===== config.mk =====
export PLATFORM = sky130hd
export DESIGN_NAME = mips_bus_arbiter
export DESIGN_NICKNAME = d
export VERILOG_FILES = /design/src/rtl/mips_bus_arbiter.sv
export SDC_FILE = /design/constraint.sdc
export NUM_CORES = 1
export LEC_CHECK = 0
export CORE_MARGIN = 8
export CORE_UTILIZATION = 30
export CTS_CLUSTER_DIAMETER = 100
export DETAILED_ROUTE_END_ITERATION = 8
export GPL_TIMING_DRIVEN = 0
export PLACE_DENSITY_LB_ADDON = 0.08
export SLEW_MARGIN = 10
export SYNTH_ARGS = -nofsm -noshare
export SYNTH_HDL_FRONTEND = slang
export SYNTH_SLANG_ARGS = --single-unit

===== constraint.sdc =====
create_clock -name clk -period 5.1 [get_ports clk]
set_input_delay 1.53 -clock clk [delete_from_list [all_inputs] [get_ports clk]]
set_output_delay 1.53 -clock clk [all_outputs]
set_load 0.05 [all_outputs]

===== src/rtl/mips_bus_arbiter.sv =====
// Two-master arbiter for the MIPS memory bus: master 0 is the CPU, master 1 the loader/DMA port.
// Only one registered command is in flight at a time. Each transfer completes with a one-cycle waitrequest release.
module mips_bus_arbiter #(
    parameter int ADDR_W     = 32,
    parameter int DATA_W     = 32,
    parameter int FIXED_PRIO = 0
) (
    input  logic                  clk,
    input  logic                  reset,
    input  logic [ADDR_W-1:0]     m0_address,
    input  logic                  m0_read,
    input  logic                  m0_write,
    input  logic [DATA_W-1:0]     m0_writedata,
    input  logic [DATA_W/8-1:0]   m0_byteenable,
    output logic                  m0_waitrequest,
    output logic [DATA_W-1:0]     m0_readdata,
    input  logic [ADDR_W-1:0]     m1_address,
    input  logic                  m1_read,
    input  logic                  m1_write,
    input  logic [DATA_W-1:0]     m1_writedata,
    input  logic [DATA_W/8-1:0]   m1_byteenable,
    output logic                  m1_waitrequest,
    output logic [DATA_W-1:0]     m1_readdata,
    output logic [ADDR_W-1:0]     s_address,
    output logic                  s_read,
    output logic                  s_write,
    output logic [DATA_W-1:0]     s_writedata,
    output logic [DATA_W/8-1:0]   s_byteenable,
    input  logic                  s_waitrequest,
    input  logic [DATA_W-1:0]     s_readdata
);
    localparam int BE_W = DATA_W / 8;

    typedef enum logic [1:0] {
        ST_IDLE  = 2'd0,
        ST_ISSUE = 2'd1,
        ST_RDATA = 2'd2,
        ST_RESP  = 2'd3
    } state_t;

    state_t              state_q;
    logic                grant_q;
    logic                last_grant_q;
    logic                cmd_write_q;
    logic                s_read_q;
    logic                s_write_q;
    logic                m0_wait_q;
    logic                m1_wait_q;
    logic [ADDR_W-1:0]   addr_q;
    logic [DATA_W-1:0]   wdata_q;
    logic [DATA_W-1:0]   rdata_q;
    logic [BE_W-1:0]     be_q;

    logic                m0_req_s;
    logic                m1_req_s;
    logic                grant_d;
    logic                write_d;
    logic [ADDR_W-1:0]   addr_d;
    logic [DATA_W-1:0]   wdata_d;
    logic [BE_W-1:0]     be_d;

    // Request detection, tie-break and selection of the command to register at grant
    always_comb begin
        m0_req_s = m0_read | m0_write;
        m1_req_s = m1_read | m1_write;
        if (m0_req_s && m1_req_s) begin
            grant_d = (FIXED_PRIO != 0) ? 1'b0 : ~last_grant_q;
        end else if (m1_req_s) begin
            grant_d = 1'b1;
        end else begin
            grant_d = 1'b0;
        end
        // write wins over read when a master asserts both
        if (grant_d) begin
            addr_d  = m1_address;
            wdata_d = m1_writedata;
            be_d    = m1_byteenable;
            write_d = m1_write;
        end else begin
            addr_d  = m0_address;
            wdata_d = m0_writedata;
            be_d    = m0_byteenable;
            write_d = m0_write;
        end
    end

    // Transfer FSM with registered bus strobes and completion signals
    always_ff @(posedge clk or posedge reset) begin
        if (reset) begin
            state_q      <= ST_IDLE;
            grant_q      <= 1'b0;
            last_grant_q <= 1'b1;
            cmd_write_q  <= 1'b0;
            s_read_q     <= 1'b0;
            s_write_q    <= 1'b0;
            m0_wait_q    <= 1'b1;
            m1_wait_q    <= 1'b1;
            addr_q       <= {ADDR_W{1'b0}};
            wdata_q      <= {DATA_W{1'b0}};
            rdata_q      <= {DATA_W{1'b0}};
            be_q         <= {BE_W{1'b0}};
        end else begin
            case (state_q)
                ST_IDLE: begin
                    if (m0_req_s || m1_req_s) begin
                        grant_q     <= grant_d;
                        addr_q      <= addr_d;
                        wdata_q     <= wdata_d;
                        be_q        <= be_d;
                        cmd_write_q <= write_d;
                        s_write_q   <= write_d;
                        s_read_q    <= ~write_d;
                        state_q     <= ST_ISSUE;
                    end
                end
                ST_ISSUE: begin
                    if (!s_waitrequest) begin
                        s_read_q  <= 1'b0;
                        s_write_q <= 1'b0;
                        if (cmd_write_q) begin
                            state_q   <= ST_RESP;
                            m0_wait_q <= grant_q;
                            m1_wait_q <= ~grant_q;
                        end else begin
                            state_q <= ST_RDATA;
                        end
                    end
                end
                ST_RDATA: begin
                    rdata_q   <= s_readdata;
                    state_q   <= ST_RESP;
                    m0_wait_q <= grant_q;
                    m1_wait_q <= ~grant_q;
                end
                ST_RESP: begin
                    m0_wait_q    <= 1'b1;
                    m1_wait_q    <= 1'b1;
                    last_grant_q <= grant_q;
                    state_q      <= ST_IDLE;
                end
                default: begin
                    state_q   <= ST_IDLE;
                    s_read_q  <= 1'b0;
                    s_write_q <= 1'b0;
                    m0_wait_q <= 1'b1;
                    m1_wait_q <= 1'b1;
                end
            endcase
        end
    end

    assign s_address      = addr_q;
    assign s_writedata    = wdata_q;
    assign s_byteenable   = be_q;
    assign s_read         = s_read_q;
    assign s_write        = s_write_q;
    assign m0_waitrequest = m0_wait_q;
    assign m1_waitrequest = m1_wait_q;
    assign m0_readdata    = rdata_q;
    assign m1_readdata    = rdata_q;

endmodule


**Word level (Yosys, flattened, before mapping)**

Index checks and enable logic that the tools add are counted.

- Bits in registers: 109
- Logic and storage cells: 53

- Mux-type cells: 21
- Bitwise logic cells: 5
- Equality and inequality tests: 6
- Reduce and logical (&&, ||, !) cells: 9

Operators with widths:

| cell | count |
|---|---|
| 32-bit two-way mux | 2 |
| 1-bit two-way mux | 11 |
| 2-bit case mux with 4 select lines | 1 |
| 2-bit != test, second input constant | 3 |
| 1-bit case mux with 3 select lines | 2 |
| 3-bit AND reduction | 2 |
| 2-bit equality test, second input constant | 2 |
| 2-bit two-way mux | 2 |
| 4-bit two-way mux | 1 |
| 1-bit case mux with 2 select lines | 2 |
| 2-bit AND reduction | 2 |
| 1-bit NOT | 3 |
| 3-bit nonzero test | 1 |
| 2-bit by 1-bit equality test with 1-bit output, second input constant | 1 |
| 2-bit logical NOT | 1 |
| 1-bit OR | 2 |
| 2-bit nonzero test | 1 |
| 1-bit logical AND | 1 |
| 1-bit logical OR | 1 |

**Logic depth before layout (Yosys ltp)**

Gate-level depths: netlist of the first run.

- Word-level depth: 7
- Gate-level depth with buffers: 8

**Worst setup path before layout of the first run**

Ideal clock, no wire load.

- Kind: input port to flip-flop
- Start point: in m1_write
- End point: reg cmd_write_q
- Data arrival time: 2.716 ns
- Stages: 5
- Slack: 2.259 ns
- Path through: or4_4 nand2_4 buf_6 buf_6 mux2_2

- Longest elaborated chain between the ends: 4
- Elaborated cells between the ends (all ways): 7
- Those cells by class: 3 x mux; 1 x bitwise; 3 x reduce/logical

RTL lines:

| item | RTL line | RTL |
|---|---|---|
| start: declaration | 19 | `input logic m1_write,` |
| 1-bit OR | 65 | `m1_req_s = m1_read \| m1_write;` |
| 1-bit two-way mux or 1-bit logical AND (tied branches) | 68, 66 |  |
| 1-bit two-way mux | 66 | `if (m0_req_s && m1_req_s) begin` |
| 1-bit two-way mux | 74 | `if (grant_d) begin` |
| end signal: assignment | 110 | `cmd_write_q <= write_d;` |
| end: declaration | 44 | `logic cmd_write_q;` |

Parallel ways exist; a longest one is shown, timed or not.
A chain may end at the register's enable or synchronous reset.

**Worst setup path in the final report of the first run**

- Start point: reg m1_wait_q, in the netlist m1_waitrequest
- End point: out m1_waitrequest

RTL lines:

| item | RTL line | RTL |
|---|---|---|
| start: declaration | 48 | `logic m1_wait_q;` |
| start signal: assignment | 123 | `m1_wait_q <= ~grant_q;` |
| start signal: assignment | 133 | `m1_wait_q <= ~grant_q;` |
| end: declaration | 22 | `output logic m1_waitrequest,` |

No word-level cell between the ends.

==> impl_metrics.yaml, run 1 <==
power:
  ir_drop_v: 0.000437
  internal_power_mw: 3.30
  p_switching_mw: 3.46
  switching_share_pct: 51.2
  p_leak_nw: 3.81
  seq_power_share_pct: 23.4
  comb_power_share_pct: 67.2
  powerDensity_mw_per_mm2: 775
  pwr-share-clk_pct: 9.4
placed_design:
  port_buffers: 310
  routabilityCongestion: 0.803
  dp_hpwl_um: 14500
  place_ws_ns: 1.51
  dp_cells: 976
  postPlaceCellArea_mm2: 0.00845
floorplan:
  ios: 311
  die_h_um: 146
  core_area_mm2: 0.0165
  dieArea_mm2: 0.0212
  row_count: 47
  initial_core_util_pct: 30.5
  die_w_um: 146
global_route:
  grt_max_degree: 62
  grt_pass1_vias: 4871
  gr-total-overflow: 0
  antenna_found_initial: 0
  grt_usage_pct: 16.3
  grt_pass1_wl_um: 27200
timing:
  fmax_mhz: 311
  worstMarginPinSlew_ns: 0.591
  setup_tns_ns: 0
  rsz0062_at_grt: "false"
  fin_crit_sh_pct: 63.1
  slew_headroom_pct: 60.5
  finClkSkew_ns: 0.00782
  setup_viol: 0
  setup_slack_ns: 1.88
  final-max-slew-violation-count: 0
  hold_violations: 0
  whs_ns: 0.477
  period_minus_slack_ns: 3.22
critical_path:
  start_kind: "flip-flop"
  reg2reg_from: "last_grant_q"
  worst_path_max_delay_cell: "clkdlybuf4s50_1"
  crit_start: "m1_waitrequest"
  worstPathArrival_ns: 1.69
  critPathTopFamily: "buffers and inverters"
  critical_path_required_ns: 3.57
  critPathCaptureType: "output pin"
  r2r_setup_slack_ns: 3.12
  worstPathMaxFanout: 2
  path_buf_inv: 1
  cpPeakStageDelay_ns: 0.82
  path_class: "reg -> out"
  crit_chain: "clkdlybuf4s50_1"
logic_synthesis:
  ys_ff_latch: 109
  yosysSeqAreaShare_pct: 54.2
  ys_warn_count: 0
  netlist_area_mm2: 0.00504
  ys_types: 27
  syn_area_per_cell_um2: 11.3
  synthesis.nets: 625
  postSynthCellCount: 445
status:
  status: "finished clean"
layout:
  drive_gt1_share_pct: 13.9
  areaGrowthSynthToFinish_pct: 72.9
  fillers: 1447
  final_cell_mix: "310 x clkdlybuf4s50_1, 106 x dfrtp_1, 72 x o21ai_0"
  nets: 947
  instances_no_fill: 992
  fin_area_mm2: 0.00871
  multi_input_comb_area_mm2: 0.00190
  antenna_cells: 0
  final_common_cell: "clkdlybuf4s50_1"
  regArea_mm2: 0.00273
cts:
  cts_root_buffer: "clkbuf_16"
  clk_latency_ns: 0.34
  htreeDepth: 3
  cts.reportedPaths.clkPinSlew_ns: 0.06
  cts_tree: "yes"
  cts_resized: 0
  postCtsHoldBufs: 0
  ctsLongestPathBuffers: 2
  cts_sinks: 109
  cts_buffers: 9
  post_cts_buffers: 0
run:
  maxCapViolations: 0
routing:
  vias_per_cell: 4.41
  detail_route.iter0.violations: 143
  ant_nets: 0
  drt_wl_total_um: 17400
  route.detailed.drc: 0
  dr.pass1.iters: 4
  vias: 4378
  wl_per_cell_um: 17.6
worst_hold_path:
  min_from: "s_byteenable[2]"
  hold_class: "reg -> reg"
## routing by layer
metal	vias to the layer above	share of wire [%]	track usage (%)	wire length, µm
li1	2128	-	-	-
met1	2049	39	17.3	6820
met2	190	50	28.7	8790
met3	11	9.4	7.06	1630
met4	0	1.1	4.69	188
met5	-	0	0	0
## flip-flops by register name (all words and copies together) (netlist names)
signal / count
s_byteenable: 4
m1_waitrequest: 1
m0_readdata: 32
grant_q: 1
cmd_write_q: 1
m0_waitrequest: 1
s_address: 32
state_q: 2
s_write: 1
last_grant_q: 1
s_writedata: 32
s_read: 1
## logic make-up (layout without fill, tap and decap cells)
family,count (synthesis),count (layout),synth area share [%]
flops,109,109,54.2
mux,103,103,21.3
compound gates,84,84,8.72
simple gates,79,79,6.33
buf+inv,65,392,8.17
fa+ha+maj,5,5,1.24
## area by class of cell
type / instances / area share (%)
Tap cell: 220 / 3.16
Multi-Input combinational cell: 271 / 21.8
Sequential cell: 109 / 31.4
Clock inverter: 4 / 0.287
Clock buffer: 12 / 2.71
Buffer: 59 / 4.47
Timing Repair Buffer: 311 / 35.9
Inverter: 6 / 0.316
## worst paths after layout
kind                                         to  cells after the start
worst max register to register   s_writedata[1]                      7
worst min-delay path            s_byteenable[2]                      2
max in group asynchronous        s_writedata[6]                      3
worst max-delay path             m1_waitrequest                      1
min in group asynchronous       m0_readdata[25]                      2
worst min register to register  s_byteenable[2]                      2
## synthesized netlist by cell type
master	count	area share, %
buf_4	34	5.1
a2111oi_0	1	0.17
o2bb2ai_1	1	0.17
nand2b_1	2	0.25
clkbuf_2	2	0.20
buf_6	3	0.67
mux2_2	35	7.8
nand2_4	1	0.22
clkbuf_1	5	0.37
o21bai_1	1	0.15
or4_4	1	0.22
or2_2	1	0.12
o21ai_0	72	7.2
o21a_1	1	0.15
mux2i_1	68	14
a31oi_1	2	0.25
inv_1	6	0.45
ha_1	5	1.2
dfstp_2	3	1.6
a22o_1	1	0.17
nor2_1	4	0.30
dfrtp_1	106	53
nand2_1	70	5.2
buf_1	3	0.22
a21oi_1	4	0.40
buf_2	12	1.2
o21ai_1	1	0.099
## power groups by stage
stage	combinational, mW	clock [mW]	sequential [mW]
final	4.54	0.636	1.58
after global routing	4.79	0.696	1.64
after CTS	4.61	0.660	1.59
after detailed placement	4.61	0	1.60
after global placement	4.56	0	1.57
after floorplan	1.59	0	2.99
## worst reg2reg max path, cell delays in order (launching register included)
cell and delay [ns]:
dfstp_2 0.55, o21ai_0 0.08, o21ai_0 0.09, buf_2 0.24, buf_4 0.27, buf_4 0.27
mux2i_1 0.26, o21ai_0 0.11
## metrics by stage
stage               utilization (%)  power [mW]
global placement               50.9        6.13
floorplan                         -        4.58
CTS                            52.7        6.86
detailed placement             51.1        6.20
global route                   52.7        7.12
finish                         52.7        6.75
(Power assumes the default switching activity.)
==> inputs of run 2 (changes only) <==
- clock period: 5.1 -> 2.75 ns (I/O delays scaled with it)
==> run 2 against run 1 <==
  * Worst hold slack is essentially flat
  * Via count grew 1.1%
  * First-iteration DRC count shrank 24%
  * Combinational power grew 86%
  * Largest power group unchanged
==> impl_metrics.yaml, run 2 (synthesis results as in run 1) <==
cts:
  ctsLongestPathBuffers: 2
  cts.reportedPaths.clkPinSlew_ns: 0.07
  htreeDepth: 3
  postCtsHoldBufs: 0
  cts_resized: 0
  cts_tree: "yes"
  cts_sinks: 109
  cts_root_buffer: "clkbuf_16"
  post_cts_buffers: 0
  clk_latency_ns: 0.35
  cts_buffers: 9
critical_path:
  cpPeakStageDelay_ns: 0.82
  critPathCaptureType: "output pin"
  worstPathArrival_ns: 1.70
  crit_chain: "clkdlybuf4s50_1"
  path_class: "reg -> out"
  r2r_cells: 7
  reg2reg_from: "last_grant_q"
  worst_path_max_delay_cell: "clkdlybuf4s50_1"
  r2r_setup_slack_ns: 0.77
  critical_path_required_ns: 1.93
  start_kind: "flip-flop"
  timing.rr.end: "s_writedata[2]"
  path_buf_inv: 1
  worstPathMaxFanout: 2
  critPathTopFamily: "buffers and inverters"
timing:
  finClkSkew_ns: 0.00494
  fmax_mhz: 396
  setup_viol: 0
  slew_headroom_pct: 60.7
  final-max-slew-violation-count: 0
  setup_slack_ns: 0.227
  period_minus_slack_ns: 2.52
  worstMarginPinSlew_ns: 0.587
  rsz0062_at_grt: "false"
  fin_crit_sh_pct: 91.7
  hold_violations: 0
routing:
  detail_route.iter0.violations: 109
  wl_per_cell_um: 17.8
  vias: 4426
  ant_nets: 0
  drt_wl_total_um: 17700
  vias_per_cell: 4.45
  dr.pass1.iters: 4
  route.detailed.drc: 0
global_route:
  gr-total-overflow: 0
  grt_max_degree: 37
  grt_pass1_vias: 4981
  antenna_found_initial: 0
  grt_pass1_wl_um: 27900
  grt_usage_pct: 16.9
layout:
  fin_util_pct: 53.5
  final_common_cell: "clkdlybuf4s50_1"
  final_cell_mix: "310 x clkdlybuf4s50_1, 106 x dfrtp_1, 72 x o21ai_0"
  antenna_cells: 0
  nets: 949
  drive_gt1_share_pct: 14.3
  areaGrowthSynthToFinish_pct: 75.5
power:
  p_leak_nw: 3.88
  powerDensity_mw_per_mm2: 1460
  ir_drop_v: 0.000691
placed_design:
  place_ws_ns: -0.0933
  port_buffers: 310
  dp_hpwl_um: 14900
  routabilityCongestion: 0.772
status:
  status: "finished clean"
floorplan:
  core_area_mm2: 0.0165
  ios: 311
  initial_core_util_pct: 30.5
  row_count: 47
  dieArea_mm2: 0.0212
  die_h_um: 146
  die_w_um: 146
worst_hold_path:
  min_to: "s_address[3]"
  hold_class: "reg -> reg"
  min_from: "s_address[3]"
  holdPathStages: 2
run:
  maxCapViolations: 0
run 2: changes by cell type in the layout (fill, tap and decap cells not counted), moves of 2 or more:
cell,previous run,this run
buf_12,0,3
bufinv_16,0,3
clkbuf_8,0,3
clkinv_2,2,0
clkbuf_1,8,6
run 2: metrics by stage:
stage                     instance area, µm²  TNS (ns)  hold WS [ns]  cells  power, mW
after CTS                               8840         0         0.485    994       13.1
after floorplan                         5040         0         0.440    445       8.50
after global placement                  8420    -53.73         0.462    975       11.4
final                                   8840         0         0.477    994       12.9
after global routing                    8840         0         0.501    994       13.6
after detailed placement                8480    -0.374         0.469    978       11.5
run 2: layout make-up:
type | count | area (µm²)
well taps | 220 | 275
clock buffers | 13 | 270
multi-input cells | 271 | 1900
fillers | 1462 | 7680
flip-flops and latches | 109 | 2730
repair buffers | 313 | 3160
clock inverters | 3 | 90.1
inverters | 6 | 26.3
plain buffers | 59 | 389
run 2: worst max path at each step:
stage | slack, ns | cells past startpoint | from | end
floorplan | 0.61 | 1 | reset | cmd_write_q
global placement | -0.51 | 2 | reset | s_address[15]
detailed placement | -0.09 | 8 | m0_write | s_writedata[2]
CTS | 0.21 | 1 | m1_waitrequest | m1_waitrequest
global route | 0.15 | 8 | m0_write | s_writedata[2]
finish | 0.23 | 1 | m1_waitrequest | m1_waitrequest
run 2: routing by layer:
metal	global-route usage, %	wire length, µm	vias up
li1	-	-	2126
met1	18.1	7020	2083
met2	29.4	8830	202
met3	7.15	1620	15
met4	5.52	239	0
met5	0	0	-
run 2: power breakdown:
| group | internal (mW) | leakage (nW) | switching (mW) |
|---|---|---|---|
| clock | 0.966 | 0.176 | 0.574 |
| sequential | 2.44 | 1.32 | 0.511 |
| combinational | 3.07 | 2.39 | 5.37 |
| total | 6.47 | 3.88 | 6.45 |
==> inputs of run 3 (changes only) <==
- TNS_END_PERCENT: not set -> 30
==> results of run 3 <==
Same layout as run 2: the final DEF is identical, and so are final timing and power.
